$ cat src/rtl/muldiv_ctrl.sv
// Iterative MULT/MULTU/DIV/DIVU sequencer owning the HI/LO write port.
// Radix-2 shift-add multiply and restoring divide, one bit per RUN cycle.
//
// state | meaning
// IDLE  | waiting for start; operands captured on start
// PREP  | absolute values, result signs, counter load; div-by-zero shortcut
// RUN   | data_width iterations of shift-add / restoring subtract
// FIX   | apply result signs, latch hi_result / lo_result
// DONE  | one-cycle HI/LO write strobe
module muldiv_ctrl #(
    parameter int data_width = 32
) (
    input  logic                  clock,
    input  logic                  reset,
    input  logic                  start,
    input  logic [1:0]            op,
    input  logic [data_width-1:0] src_a,
    input  logic [data_width-1:0] src_b,
    input  logic                  flush,
    input  logic                  instr_uses_hi,
    input  logic                  instr_uses_lo,
    output logic                  busy,
    output logic                  stall,
    output logic [data_width-1:0] hi_result,
    output logic [data_width-1:0] lo_result,
    output logic                  hi_we,
    output logic                  lo_we,
    output logic                  div_by_zero
);
    localparam int W     = data_width;
    localparam int CNT_W = $clog2(data_width + 1);

    typedef enum logic [2:0] {IDLE, PREP, RUN, FIX, DONE} state_t;

    state_t state, state_nxt;

    logic [1:0]       op_q;
    logic [W-1:0]     a_q, b_q, opnd;
    logic [2*W-1:0]   acc;
    logic [CNT_W-1:0] cnt;
    logic             neg_lo, neg_hi, dbz;

    logic             is_div, is_signed, sign_a, sign_b, b_zero;
    logic [W-1:0]     abs_a, abs_b;
    logic [W:0]       mul_sum, rem_sh, diff;
    logic             ge;
    logic [2*W-1:0]   mul_nxt, div_nxt, prod;
    logic [W-1:0]     rem_fix, quo_fix, fix_hi, fix_lo;

    assign is_div    = op_q[1];
    assign is_signed = ~op_q[0];
    assign b_zero    = (b_q == '0);

    always_comb begin
        sign_a  = is_signed & a_q[W-1];
        sign_b  = is_signed & b_q[W-1];
        abs_a   = sign_a ? (~a_q + 1'b1) : a_q;
        abs_b   = sign_b ? (~b_q + 1'b1) : b_q;

        // multiplier sits in acc low half; product carry kept in an extra bit
        mul_sum = {1'b0, acc[2*W-1:W]} + (acc[0] ? {1'b0, opnd} : '0);
        mul_nxt = {mul_sum, acc[W-1:1]};

        rem_sh  = acc[2*W-1:W-1];
        ge      = (rem_sh >= {1'b0, opnd});
        diff    = rem_sh - {1'b0, opnd};
        div_nxt = {(ge ? diff[W-1:0] : rem_sh[W-1:0]), acc[W-2:0], ge};

        prod    = neg_lo ? (~acc + 1'b1) : acc;
        rem_fix = neg_hi ? (~acc[2*W-1:W] + 1'b1) : acc[2*W-1:W];
        quo_fix = neg_lo ? (~acc[W-1:0] + 1'b1) : acc[W-1:0];
        fix_hi  = is_div ? rem_fix : prod[2*W-1:W];
        fix_lo  = is_div ? quo_fix : prod[W-1:0];
    end

    always_ff @(posedge clock or posedge reset) begin
        if (reset) state <= IDLE;
        else       state <= state_nxt;
    end

    always_comb begin
        state_nxt = state;
        case (state)
            IDLE: if (start && !flush) state_nxt = PREP;
            PREP: begin
                if (flush)                state_nxt = IDLE;
                else if (is_div && b_zero) state_nxt = DONE;
                else                      state_nxt = RUN;
            end
            RUN: begin
                if (flush)                       state_nxt = IDLE;
                else if (cnt == CNT_W'(1))       state_nxt = FIX;
            end
            FIX:  state_nxt = flush ? IDLE : DONE;
            DONE: state_nxt = IDLE;   // committed write wins over flush
            default: state_nxt = IDLE;
        endcase
    end

    always_ff @(posedge clock or posedge reset) begin
        if (reset) begin
            op_q      <= '0;
            a_q       <= '0;
            b_q       <= '0;
            opnd      <= '0;
            acc       <= '0;
            cnt       <= '0;
            neg_lo    <= 1'b0;
            neg_hi    <= 1'b0;
            dbz       <= 1'b0;
            hi_result <= '0;
            lo_result <= '0;
        end else begin
            case (state)
                IDLE: begin
                    if (start && !flush) begin
                        op_q <= op;
                        a_q  <= src_a;
                        b_q  <= src_b;
                        dbz  <= 1'b0;
                    end
                end
                PREP: begin
                    cnt    <= CNT_W'(W);
                    opnd   <= is_div ? abs_b : abs_a;
                    acc    <= {{W{1'b0}}, (is_div ? abs_a : abs_b)};
                    neg_lo <= sign_a ^ sign_b;
                    neg_hi <= sign_a;
                    if (is_div && b_zero && !flush) begin
                        dbz       <= 1'b1;
                        hi_result <= a_q;
                        lo_result <= '1;
                    end
                end
                RUN: begin
                    acc <= is_div ? div_nxt : mul_nxt;
                    cnt <= cnt - CNT_W'(1);
                end
                FIX: begin
                    if (!flush) begin
                        hi_result <= fix_hi;
                        lo_result <= fix_lo;
                    end
                end
                default: ;
            endcase
        end
    end

    assign busy        = (state != IDLE);
    assign stall       = busy & (instr_uses_hi | instr_uses_lo | start);
    assign hi_we       = (state == DONE);
    assign lo_we       = (state == DONE);
    assign div_by_zero = (state == DONE) & dbz;
endmodule

$ cat config.mk
export PLATFORM = sky130hd
export DESIGN_NAME = muldiv_ctrl
export DESIGN_NICKNAME = d
export VERILOG_FILES = /design/src/rtl/muldiv_ctrl.sv
export SDC_FILE = /design/constraint.sdc
export NUM_CORES = 1
export LEC_CHECK = 0
export ABC_AREA = 1
export BUFFER_PORTS_ARGS = -buffer_cell sky130_fd_sc_hd__buf_2
export CAP_MARGIN = 20
export CORE_ASPECT_RATIO = 1.2
export CORE_MARGIN = 2
export CORE_UTILIZATION = 30
export CTS_CLUSTER_SIZE = 28
export DETAILED_ROUTE_END_ITERATION = 8
export PLACE_DENSITY = 0.56
export SYNTH_ARGS = -nofsm -noshare
export SYNTH_HDL_FRONTEND = slang
export SYNTH_SLANG_ARGS = --single-unit
export TNS_END_PERCENT = 50
$ cat constraint.sdc
create_clock -name clock -period 15.1 [get_ports clock]
set_input_delay 3.02 -clock clock [delete_from_list [all_inputs] [get_ports clock]]
set_output_delay 3.02 -clock clock [all_outputs]
set_load 0.01 [all_outputs]
* Word-level counts from Yosys, hierarchy flattened
Cells that the tools add are included.
Cells by class: reduce and logical (&&, ||, !) cells 14, mux-type cells 30, eq/ne operators 9, bitwise operators 13, $mul 0, add/sub/neg operators 8, shift operators 0, divide/modulo/power cells 0, magnitude comparators 1
Operators by type and width (number):
- two-way mux 32 bit | 14
- adder 32 x 1 -> 32 bit, second input constant | 4
- two-way mux 64 bit | 2
- inverter 32 bit | 4
- case mux 32 bit (2 select lines) | 2
- case mux 64 bit (2 select lines) | 1
- adder 64 x 1 -> 64 bit, second input constant | 1
- inverter 64 bit | 1
- adder 32 x 32 -> 33 bit | 1
- greater-or-equal comparator 33 x 32 -> 1 bit | 1
- logical NOT 32 bit | 1
- subtractor 32 bit | 1
- two-way mux 3 bit | 6
- case mux 3 bit (4 select lines) | 1
- case mux 6 bit (2 select lines) | 1
- == test 3 x 2 -> 1 bit, second input constant | 2
- == test 6 x 1 -> 1 bit, second input constant | 1
- inequality test 2 bit, second input constant | 3
- AND reduction 3 bit | 2
- nonzero test 2 bit | 3
- subtractor 6 x 1 -> 6 bit, second input constant | 1
- bitwise AND 1 bit | 4
- AND reduction 2 bit | 2
- == test 3 x 1 -> 1 bit, second input constant | 1
- other kinds (11) | 15
Word-level totals: memory bits (writable) 0, logic and storage cells 87, bits in latches 0, register bits after elaboration 238, bits in read-only memories 0, bits of input ports 72, memories kept 0

* Longest topological paths before layout
Gate-level depths: netlist (run 1).
depth after elaboration 6, depth in mapped cells 19

* Worst setup path before layout (run 1)
No wires, ideal clock.
path type input to output, start point input port instr_uses_lo, end point output port stall, stages on the path 2, path slack 8.754 ns, buffers on the path 0, arrival 3.326 ns, data required time 12.080 ns, path through o31ai_1 inv_1
Between the ends: longest elaborated chain between the ends 3
Ends and longest elaborated chain:
- start, declared | line 21 | input logic instr_uses_lo,
- OR 1 bit (2 in series) | line 151 | assign stall = busy & (instr_uses_hi | instr_uses_lo | start);
- bitwise AND 1 bit | line 151
- end, declared | line 23 | output logic stall,
Every way passes these cells.

* Worst setup path after layout (run 1)
Same ends and word-level chain as after synthesis.

==> results of run 1 <==
[worst paths after layout]
check | from | end | slack (ns) | cells after the start
max reg2reg | acc[50]$_DFFE_PP0P_ | acc[54]$_DFFE_PP0P_ | 11.12 | 13
max in group asynchronous | reset | acc[56]$_DFFE_PP0P_ | 10.93 | 3
max | instr_uses_lo | stall | 8.56 | 4
min reg2reg | lo_result[31]$_DFFE_PP0P_ | lo_result[31]$_DFFE_PP0P_ | 0.47 | 2
min | lo_result[31]$_DFFE_PP0P_ | lo_result[31]$_DFFE_PP0P_ | 0.47 | 2
min in group asynchronous | reset | acc[63]$_DFFE_PP0P_ | 2.55 | 2
[kinds of logic (layout without fill, tap and decap cells)]
family	Yosys count	in the layout	share of synthesized area
adder cells (fa/ha/maj)	72	72	0.0450
AO/OA/AOI/OAI	380	380	0.104
XOR/XNOR	59	59	0.0254
buffers and inverters	582	666	0.111
multiplexers	2	2	0.00111
flip-flops	238	238	0.293
AND/OR/NAND/NOR	2028	2028	0.421
[layout make-up]
type	count	area share
Inverter	457	0.0758
Clock buffer	37	0.0340
Timing Repair Buffer	160	0.0379
Clock inverter	12	0.00670
Tap cell	901	0.0495
Multi-Input combinational cell	2541	0.534
Sequential cell	238	0.262
[layer usage]
layer  share of wire  track usage
met5         0.00030            0
met4           0.072        0.160
met3           0.053       0.0274
met2            0.48        0.444
met1            0.39        0.294
[state kept, by name (all words and copies together), names as in the netlist]
signal	count
dbz	1
neg_hi	1
acc	64
a_q	32
state	3
op_q	2
hi_result	32
cnt	6
opnd	32
lo_result	32
b_q	32
neg_lo	1
[through the flow]
step,util,instance area [um2]
final,0.339,22800
after global routing,0.339,22800
after CTS,0.339,22800
after detailed placement,0.325,21800
after global placement,0.325,21800
after floorplan,-,20400
[worst register-to-register path, delay by kind of cell (launching register included)]
kind | cells | cell delay, ns
adders and majority gates | 1 | 0.44
DFF | 1 | 0.78
AOI/OAI and AO/OA | 1 | 0.31
and+or+nand+nor | 10 | 2.25
buffers and inverters | 1 | 0.07
[synthesized netlist by cell type, types with 4 or more instances]
library cell,count,share of area
nand2_1,1080,0.20
inv_1,450,0.083
nand3_1,397,0.098
nor2_1,381,0.070
dfrtp_1,238,0.29
a21oi_1,153,0.038
o21ai_0,122,0.030
clkbuf_1,96,0.018
ha_1,70,0.043
nand4_1,52,0.016
nor3_1,52,0.013
xor2_1,41,0.018
o211ai_1,37,0.014
nand3b_1,28,0.010
xnor2_1,18,0.0077
o22ai_1,17,0.0052
a31oi_1,15,0.0046
o21bai_1,12,0.0044
buf_2,10,0.0025
o221ai_1,10,0.0043
and2_1,9,0.0028
buf_1,9,0.0017
inv_2,6,0.0011
or2_2,6,0.0018
buf_4,5,0.0018
buf_6,5,0.0028
o21ai_1,5,0.0012
o31ai_1,4,0.0015
[power groups by stage]
stage | Combinational, mW | Clock (mW) | Sequential (mW)
6_report | 3.38 | 0.713 | 1.29
3_3_place_gp | 3.30 | 0 | 1.29
3_5_place_dp | 3.32 | 0 | 1.29
5_1_grt | 3.73 | 0.744 | 1.31
4_1_cts | 3.33 | 0.721 | 1.28
2_1_floorplan | 2.23 | 0 | 1.16
==> flow_summary.yaml, run 1 <==
route:
  vias_per_cell: 5.18
  dr.first_iter.drc_count: 2245
  num_vias: 22500
  drc: 0
  wl_per_cell_um: 20.7
  antenna_left: 0
  wl_um: 90100
  firstDrtPassIters: 8
cells_and_area:
  antenna_cells: 0
  final_cell_mix: "1079 x nand2_1, 449 x inv_1, 397 x nand3_1"
  final_common_cell: "nand2_1"
  nets: 3569
  drive_gt1_frac: 0.0700
  finalNonFillerCells: 4346
  seqCellArea_mm2: 0.00596
  area_growth_pct: 11.9
  multi_input_area_mm2: 0.0122
  fill_cells: 7681
setup_path:
  path_class: "input pin to primary output"
  critPathTopFamily: "buffers and inverters"
  cp_max_fo: 1
  crit_slowest_cell: "o31ai_1"
  path_buf_inv: 3
  crit_top_cell: "buf_2"
  critPathCaptureType: "primary output"
  path_cells: "buf_2, o31ai_1, inv_1, buf_2"
  arrival_ns: 3.52
  critPathLaunchType: "input pin"
  required_ns: 12.08
  max_stage_delay_ns: 0.22
pwr:
  clock_power_share: 0.133
  internal-power_mw: 2.33
  powerDensity_mw_per_mm2: 236
  irDropWorstVdd_v: 0.0000951
  sequentialPowerShare: 0.240
  pwr-share-comb: 0.628
  switchingPower_mw: 3.05
  report.power.total_mw: 5.38
  power_switching_share: 0.567
  power.leakage_nw: 11.8
timing:
  timing.fmax_ghz: 0.153
  skew_ns: 0.0253
  rsz0062_at_grt: "no"
  setup_viol: 0
  fin_setup_tns_ns: 0
  post-route-min-period_ns: 6.54
  finalHoldViolations: 0
  tightestPinTransition_ns: 1.09
  timing.final.ws_setup_ns: 8.56
  finalCritPeriodShare: 0.433
  slew_viol_final: 0
  whs_ns: 0.469
  max_slew_margin: 0.271
logic_synthesis:
  ys_seq_area_frac: 0.293
  syn_nets: 3505
  ys_warn_count: 0
  synth_cell_type_count: 47
  syn_inst: 3361
  syn_area_mm2: 0.0204
  synth_edf_count: 0
  synthArstFlopShare: 1.00
  synth_area_per_cell_um2: 6.05
  ys.flop_type: "dfrtp_1"
  ys_ff_latch: 238
cts:
  root_buffer: "clkbuf_16"
  htree_levels: 1
  cts.path.max_buffers: 3
  cts_tree: "yes"
  cts_hold_buf: 0
  clock_latency_ns: 0.60
  clock-sinks: 238
  post_cts_buffers: 0
  clkTransAtPathRegs_ns: 0.06
  cts_resized: 0
  numCtsBuffers: 27
place:
  io_buffers: 140
  hpwl_um: 71400
  post-place-ws_ns: 8.55
  place_inst: 4297
  gp_congestion: 1.00
floorplanning:
  num_io_pins: 141
  chipHeight_um: 289
  num_rows: 104
  coreArea_mm2: 0.0671
  start_util: 0.303
  die_w_um: 242
  dieArea_mm2: 0.0699
grt:
  grt_pass1_wl_um: 134000
  grt_pass1_vias: 21500
  antenna_found_initial: 2
  track_usage: 0.252
  grt_max_degree: 111
  gr-total-overflow: 0
run:
  drv_cap: 0
outcome:
  status: "complete, no violations"
min_path:
  hp-class: "register to register"
(Power assumes the default switching activity.)
==> run 2, diff against run 1 <==
==> constraint.sdc (replaced) <==
create_clock -name clock -period 6.15 [get_ports clock]
set_input_delay 1.23 -clock clock [delete_from_list [all_inputs] [get_ports clock]]
set_output_delay 1.23 -clock clock [all_outputs]
set_load 0.01 [all_outputs]
==> run 2 against run 1 <==
Combinational power increased by 140%. Sequential share of layout area about the same. Global-route usage decreased by 0.47 points. Utilization about the same. Clock-buffer cell count decreased by 1. Final cell count about the same. Largest cell class unchanged. Highest routed layer unchanged.
==> flow_summary.yaml, run 2 (synthesis gave the netlist of run 1 again) <==
outcome:
  status: "complete, no violations"
cts:
  cts_hold_buf: 0
  cts_tree: "yes"
  cts_resized: 0
  cts.path.max_buffers: 3
  clock-sinks: 238
  numCtsBuffers: 26
  htree_levels: 1
  root_buffer: "clkbuf_16"
  clock_latency_ns: 0.57
  clkTransAtPathRegs_ns: 0.07
  post_cts_buffers: 0
route:
  drc: 0
  wl_per_cell_um: 20.4
  wl_um: 88800
  dr.first_iter.drc_count: 2339
  vias_per_cell: 5.18
  firstDrtPassIters: 6
  antenna_left: 0
  num_vias: 22500
place:
  place_inst: 4298
  hpwl_um: 70300
  io_buffers: 140
  post_dp_cell_area_mm2: 0.0219
  gp_congestion: 1.02
setup_path:
  critPathLaunchType: "register"
  reg2reg_depth: 14
  r2r_slack_ns: 2.64
  critPathCaptureType: "register"
  rr_startpoint: "acc[0]$_DFFE_PP0P_"
  required_ns: 6.60
  arrival_ns: 3.96
  crit_start: "acc[0]$_DFFE_PP0P_"
  path_class: "register to register"
  crit_end: "hi_result[20]$_DFFE_PP0P_"
  cp_max_fo: 25
  reg2reg_to: "hi_result[20]$_DFFE_PP0P_"
grt:
  gr-total-overflow: 0
  gr-usage-met1: 0.295
  grt_util_met3: 0.0338
  busiest_layer: "met2"
  grt_pass1_vias: 21200
  grt_max_degree: 126
  grt_pass1_wl_um: 132000
  antenna_found_initial: 2
  grtUsageMet2: 0.419
  track_usage: 0.247
floorplanning:
  dieArea_mm2: 0.0699
  num_rows: 104
  chipHeight_um: 289
  num_io_pins: 141
  start_util: 0.303
  die_w_um: 242
  coreArea_mm2: 0.0671
cells_and_area:
  area_growth_pct: 11.8
  fill_cells: 7642
  top_register: "acc"
  drive_gt1_frac: 0.0691
  nets: 3569
  finalNonFillerCells: 4344
  final_common_cell: "nand2_1"
  largest_reg_flops: 64
  post-route-util: 0.339
  final_cell_mix: "1079 x nand2_1, 449 x inv_1, 397 x nand3_1"
  antenna_cells: 0
  final_cell_area_mm2: 0.0227
timing:
  fin_setup_tns_ns: 0
  rsz0062_at_grt: "no"
  post-route-min-period_ns: 3.51
  setup_viol: 0
  tightestPinTransition_ns: 1.10
  timing.fmax_ghz: 0.285
  skew_ns: 0.0151
  finalCritPeriodShare: 0.570
  max_slew_margin: 0.263
  finalHoldViolations: 0
  slew_viol_final: 0
pwr:
  irDropWorstVdd_v: 0.000265
  powerDensity_mw_per_mm2: 576
  power.leakage_nw: 11.8
min_path:
  hp-class: "register to register"
  hp-start: "lo_result[29]$_DFFE_PP0P_"
run:
  drv_cap: 0
[run 2: cell types whose count changed in the layout (fill, tap and decap cells not counted), sizes merged]
cell,change
clkinv,+1
buf,+1
clkbuf,-1
clkinvlp,-3
[run 2: metrics by stage]
stage | hold WS (ns) | worst slack, ns | total power [mW]
detailed placement | 0.455 | 2.74 | 11.2
finish | 0.470 | 2.64 | 13.1
global placement | 0.453 | 2.76 | 11.2
floorplan | 0.463 | 1.80 | 8.32
global route | 0.493 | 2.50 | 14.1
CTS | 0.469 | 2.72 | 13.0
[run 2: power breakdown]
group	internal (mW)	switching, mW
Clock	0.968	0.722
Combinational	2.43	5.85
Sequential	2.28	0.856
[run 2: routing by layer]
layer  wire, um  vias up
met3       5440      220
met5         26        -
met4       6770        4
li1           -    10900
met1      35300    10500
met2      41300      878
[run 2: area by class of cell]
cell class                      count  area, um2  area share
Tap cell                          901       1130      0.0496
Clock inverter                     10        150     0.00660
Sequential cell                   238       5960       0.262
Clock buffer                       36        738      0.0325
Timing Repair Buffer              161        883      0.0388
Multi-Input combinational cell   2541      12200       0.535
Inverter                          457       1720      0.0757
[run 2: critical path, stage by stage (launching register included)]
cell	delay [ns]
dfrtp_1	0.55
buf_4	0.33
inv_2	0.13
ha_1	0.25
nand3_2	0.14
nor2_4	0.26
nand3_1	0.16
nor2_1	0.34
nand2_1	0.09
nand2_1	0.26
nand2_1	0.15
nand3_1	0.11
nand3_1	0.22
nand3_1	0.28
nand2_1	0.08
[run 2: worst min-delay path by stage]
| stage | endpoint | slack (ns) | cells past startpoint |
|---|---|---|---|
| 6_report | lo_result[29]$_DFFE_PP0P_ | 0.47 | 2 |
| 5_1_grt | hi_result[2]$_DFFE_PP0P_ | 0.49 | 2 |
| 4_1_cts | lo_result[29]$_DFFE_PP0P_ | 0.47 | 2 |
| 3_5_place_dp | lo_result[29]$_DFFE_PP0P_ | 0.45 | 2 |
| 3_3_place_gp | lo_result[22]$_DFFE_PP0P_ | 0.45 | 2 |
| 2_1_floorplan | cnt[3]$_DFFE_PP0P_ | 0.46 | 1 |
